[src/rtl/id_ex_stage.sv]
// Decode-to-execute pipeline register: load, stall-hold, flush-to-bubble,
// and forwarding of the execute stage's in-flight result into new operands.
module id_ex_stage #(
  parameter logic [31:0] NOP_INST = 32'h0000_0013
) (
  input  logic        clk,
  input  logic        rst,
  input  logic [31:0] inst_i,
  input  logic [31:0] inst_addr_i,
  input  logic [31:0] op1_i,
  input  logic [31:0] op2_i,
  input  logic [4:0]  rs1_addr_i,
  input  logic [4:0]  rs2_addr_i,
  input  logic        rs1_used_i,
  input  logic        rs2_used_i,
  input  logic [4:0]  rd_addr_i,
  input  logic        rd_wen_i,
  input  logic [4:0]  ex_rd_addr_i,
  input  logic [31:0] ex_rd_data_i,
  input  logic        ex_rd_wen_i,
  input  logic        jump_en_i,
  input  logic        hold_i,
  output logic [31:0] inst_o,
  output logic [31:0] inst_addr_o,
  output logic [31:0] op1_o,
  output logic [31:0] op2_o,
  output logic [4:0]  rd_addr_o,
  output logic        rd_wen_o,
  output logic        valid_o
);

  logic [31:0] inst_q, inst_d;
  logic [31:0] inst_addr_q, inst_addr_d;
  logic [31:0] op1_q, op1_d;
  logic [31:0] op2_q, op2_d;
  logic [4:0]  rd_addr_q, rd_addr_d;
  logic        rd_wen_q, rd_wen_d;
  logic        valid_q, valid_d;

  logic fwd1, fwd2;

  // x0 is hardwired to zero, so a result "written" to it must never forward.
  assign fwd1 = rs1_used_i & ex_rd_wen_i & (ex_rd_addr_i == rs1_addr_i) & (rs1_addr_i != 5'd0);
  assign fwd2 = rs2_used_i & ex_rd_wen_i & (ex_rd_addr_i == rs2_addr_i) & (rs2_addr_i != 5'd0);

  always_comb begin
    inst_d      = inst_q;
    inst_addr_d = inst_addr_q;
    op1_d       = op1_q;
    op2_d       = op2_q;
    rd_addr_d   = rd_addr_q;
    rd_wen_d    = rd_wen_q;
    valid_d     = valid_q;
    if (jump_en_i) begin
      inst_d      = NOP_INST;
      inst_addr_d = 32'd0;
      op1_d       = 32'd0;
      op2_d       = 32'd0;
      rd_addr_d   = 5'd0;
      rd_wen_d    = 1'b0;
      valid_d     = 1'b0;
    end else if (!hold_i) begin
      inst_d      = inst_i;
      inst_addr_d = inst_addr_i;
      op1_d       = fwd1 ? ex_rd_data_i : op1_i;
      op2_d       = fwd2 ? ex_rd_data_i : op2_i;
      rd_addr_d   = rd_addr_i;
      rd_wen_d    = rd_wen_i;
      valid_d     = 1'b1;
    end
  end

  always_ff @(posedge clk or posedge rst) begin
    if (rst) begin
      inst_q      <= NOP_INST;
      inst_addr_q <= 32'd0;
      op1_q       <= 32'd0;
      op2_q       <= 32'd0;
      rd_addr_q   <= 5'd0;
      rd_wen_q    <= 1'b0;
      valid_q     <= 1'b0;
    end else begin
      inst_q      <= inst_d;
      inst_addr_q <= inst_addr_d;
      op1_q       <= op1_d;
      op2_q       <= op2_d;
      rd_addr_q   <= rd_addr_d;
      rd_wen_q    <= rd_wen_d;
      valid_q     <= valid_d;
    end
  end

  assign inst_o      = inst_q;
  assign inst_addr_o = inst_addr_q;
  assign op1_o       = op1_q;
  assign op2_o       = op2_q;
  assign rd_addr_o   = rd_addr_q;
  assign rd_wen_o    = rd_wen_q;
  assign valid_o     = valid_q;

endmodule
[config.mk]
export PLATFORM = sky130hd
export DESIGN_NAME = id_ex_stage
export DESIGN_NICKNAME = d
export VERILOG_FILES = /design/src/rtl/id_ex_stage.sv
export SDC_FILE = /design/constraint.sdc
export NUM_CORES = 1
export LEC_CHECK = 0
export BUFFER_PORTS_ARGS = -buffer_cell sky130_fd_sc_hd__buf_2
export CORE_MARGIN = 3
export CORE_UTILIZATION = 27
export DETAILED_ROUTE_END_ITERATION = 7
export PLACE_DENSITY_LB_ADDON = 0.2
export SKIP_CTS_REPAIR_TIMING = 1
export SYNTH_ARGS = -nofsm -noshare
export SYNTH_HDL_FRONTEND = slang
export SYNTH_SLANG_ARGS = --single-unit
[constraint.sdc]
create_clock -name clk -period 11.4 [get_ports clk]
set_clock_uncertainty 0.05 [all_clocks]
set_input_delay 2.28 -clock clk [delete_from_list [all_inputs] [get_ports clk]]
set_output_delay 2.28 -clock clk [all_outputs]
set_load 0.02 [all_outputs]
==> flow_metrics.tcl <==
set metrics [dict create \
    slowest_delay_ns 0.52 \
    chipWidth_um 163 \
    total_power_w 0.00132 \
    drive_above_1_share_pct 39.3 \
    slew_headroom_pct 34.6 \
    cap_violations 0 \
    seq_area_mm2 0.00338 \
    synth_compound_area_share_pct 20.5 \
    yosys_warnings 0 \
    ant_nets 0 \
    cts_buffers 17 \
    fillerInstances 2487 \
    dp.cells 1240 \
    reg2reg_slack_ns 10.46 \
    yosysUniqueCellTypes 31 \
    grt_pass1_vias 6284 \
    grt_use_total_pct 17.1 \
    layout.nets 1128 \
    reg2regPathDepth 2 \
    synth_area_mm2 0.00668 \
    synthArstFlopShare_pct 100 \
    yosysSeqAreaShare_pct 50.6 \
    vias 6149 \
    gr-total-overflow 0 \
    fin_ws_ns 7.29 \
    cellPowerDensity_mw_per_mm2 145 \
    dp_hpwl_mm 15.9 \
    synthFlopType "dfrtp_1" \
    grt_max_degree 129 \
    finalCritPeriodShare_pct 36.0 \
    drcViolationCount 0 \
    fin_crit_ns 4.11 \
    synth_xor_area_share_pct 1.05 \
    synth_fa_ha_area_share_pct 0 \
    tightest_slew_ns 0.980 \
    wl_per_cell_um 18.3 \
    seq_power_share_pct 39.8 \
    die_h_um 163 \
    ir_drop_mv 0.0860 \
    synth_top_family_by_area "compound AO/OA/AOI/OAI gates" \
    mostFrequentLayoutCells "320 x buf_2, 132 x dfrtp_1, 131 x nor2_1" \
    cp_data_arrival_time_ns 4.34 \
    hold_path_startpoint "inst_addr_o[9]$_DFFE_PP0P_" \
    antenna_found_initial 5 \
    switching_share_pct 30.0 \
    path_common_cell "buf_4" \
    top_usage_layer "met2" \
    cts_tree "built" \
    crit_fanout 33 \
    grt_pass1_wl_mm 35.8 \
    syn_inst 656 \
    leakage_nw 4.62 \
    hp-class "reg -> reg" \
    cp_top_family "simple AND/OR/NAND/NOR gates" \
    crit_chain "buf_2 > nor4_1 > o21bai_4 > buf_4 > and3_1 > buf_4 > a2111oi_0" \
    timing.setup.tns_ns 0 \
    grtUsageMet1_pct 21.7 \
    grt.met2_usage_pct 27.5 \
    gp_congestion 0.784 \
    start_util_pct 27.9 \
    final_common_cell "buf_2" \
    min_to "inst_addr_o[9]$_DFFE_PP0P_" \
    avgSynthCellArea_um2 10.2 \
    clock_sinks 135 \
    synthSimpleGateAreaFrac_pct 11.4 \
    io_buffers 322 \
    setup.worst_path.class "in -> reg" \
    reg2reg_to "op2_o[30]$_DFFE_PP0P_" \
    cp_slowest_cell "nor4_1" \
    synth_edf_count 0 \
    crit_path_start "rs2_addr_i[0]" \
    htreeDepth 4 \
    rsz0062_at_grt "no" \
    synth_nets 844 \
    worstSkewPairLatency_ns 0.41 \
    startpoint_type "primary input" \
    pre_cts_ws_ns 6.81 \
    crit_required_ns 11.64 \
    finalSetupViolations 0 \
    core_area_mm2 0.0239 \
    rows 56 \
    fmax_ghz 0.243 \
    muxShareOfSynthArea_pct 10.0 \
    status "complete, no violations" \
    ys_ff_latch 135 \
    met3_usage_pct 5.63 \
    cp_num_buf_inv 3 \
    clkSlewWorstSetupHoldPaths_ns 0.07 \
    p_clk_share_pct 42.8 \
    ioPinCount 323 \
    root_buffer "clkbuf_16" \
    p_sw_w 0.000396 \
    dr.pass1.iters 5 \
    first_iter_violations 374 \
    areaGrowthSynthToFinish_pct 36.8 \
    final_cells 1275 \
    drt-total-wl_mm 23.4 \
    final_max_slew_viol_count 0 \
    endpoint_kind "flop" \
    fp.dieArea_mm2 0.0267 \
    cts_buffer_depth 2 \
    combPwrFrac_pct 17.4 \
    hold_violations 0 \
    reg2reg_from "op2_o[30]$_DFFE_PP0P_" \
    vias_per_cell 4.82 \
    internal-power_w 0.000924 \
    multi_input_area_mm2 0.00290 \
    hold_depth 2 \
]
-- synth_stat cells, drive strengths merged, types with 17 or more instances --
cell type | n | area share, %
a21oi | 34 | 2.6
clkbuf | 52 | 2.9
buf | 17 | 1.5
inv | 35 | 2.0
nor2b | 35 | 3.3
o31ai | 32 | 3.6
a2111oi | 32 | 4.5
o311a | 32 | 4.8
dfrtp | 132 | 49
mux2i | 67 | 10
nor2 | 131 | 7.4
a311oi | 32 | 4.2
-- worst min-delay path, delay by kind of cell, from the launching register on --
family,cells,cell delay (ns)
muxes,1,0.07
DFF,1,0.33
and+or+nand+nor,1,0.07
-- stage by stage --
stage | util [%] | cell area (um^2) | hold slack [ns]
after floorplan | - | 6680 | 0.556
after global placement | 35.7 | 8530 | 0.452
after detailed placement | 35.7 | 8530 | 0.460
after CTS | 38.2 | 9130 | 0.471
after global routing | 38.2 | 9130 | 0.503
final | 38.2 | 9130 | 0.464
-- power by group through the flow --
stage	sequential (W)	clock, W	combinational, W
2_1_floorplan	0.000571	0	0.0000962
3_5_place_dp	0.000534	0	0.000233
5_1_grt	0.000529	0.000603	0.000253
4_1_cts	0.000526	0.000583	0.000234
6_report	0.000526	0.000565	0.000230
3_3_place_gp	0.000535	0	0.000233
-- worst max path at each step --
stage / endpoint / cells after the start
4_1_cts: op2_o[0]$_DFFE_PP0P_ / 7
6_report: op2_o[6]$_DFFE_PP0P_ / 7
3_3_place_gp: op1_o[22]$_DFFE_PP0P_ / 7
2_1_floorplan: inst_addr_o[0]$_DFFE_PP0P_ / 1
3_5_place_dp: op2_o[6]$_DFFE_PP0P_ / 7
5_1_grt: op2_o[15]$_DFFE_PP0P_ / 7
-- area by class of cell --
| cell class | instances | area share (%) |
|---|---|---|
| Tap cell | 319 | 4.37 |
| Multi-Input combinational cell | 417 | 31.8 |
| Sequential cell | 135 | 37.0 |
| Clock buffer | 18 | 4.70 |
| Timing Repair Buffer | 334 | 18.8 |
| Inverter | 35 | 1.49 |
| Clock inverter | 14 | 1.79 |
| Antenna cell | 3 | 0.0822 |
-- state kept, by name (all words and copies together), names as in the netlist --
register and cells:
rd_wen_o 1, rd_addr_o 5, inst_addr_o 32, op1_o 32
valid_o 1, inst_o 32, op2_o 32
-- logic make-up (layout without fill, tap and decap cells) --
| logic type | count (synthesis) | in the layout |
|---|---|---|
| muxes | 67 | 67 |
| xor gates and xnor gates | 8 | 8 |
| other | 0 | 3 |
| buffers and inverters | 104 | 401 |
| DFF | 135 | 135 |
| AOI/OAI and AO/OA | 168 | 168 |
| and+or+nand+nor | 174 | 174 |
-- per-layer routing --
layer	share of wire, %	routed length (um)
met1	42	9820
met2	47	10900
met3	9.0	2090
met4	2.2	505
met5	0.12	27
(Power assumes the default switching activity.)
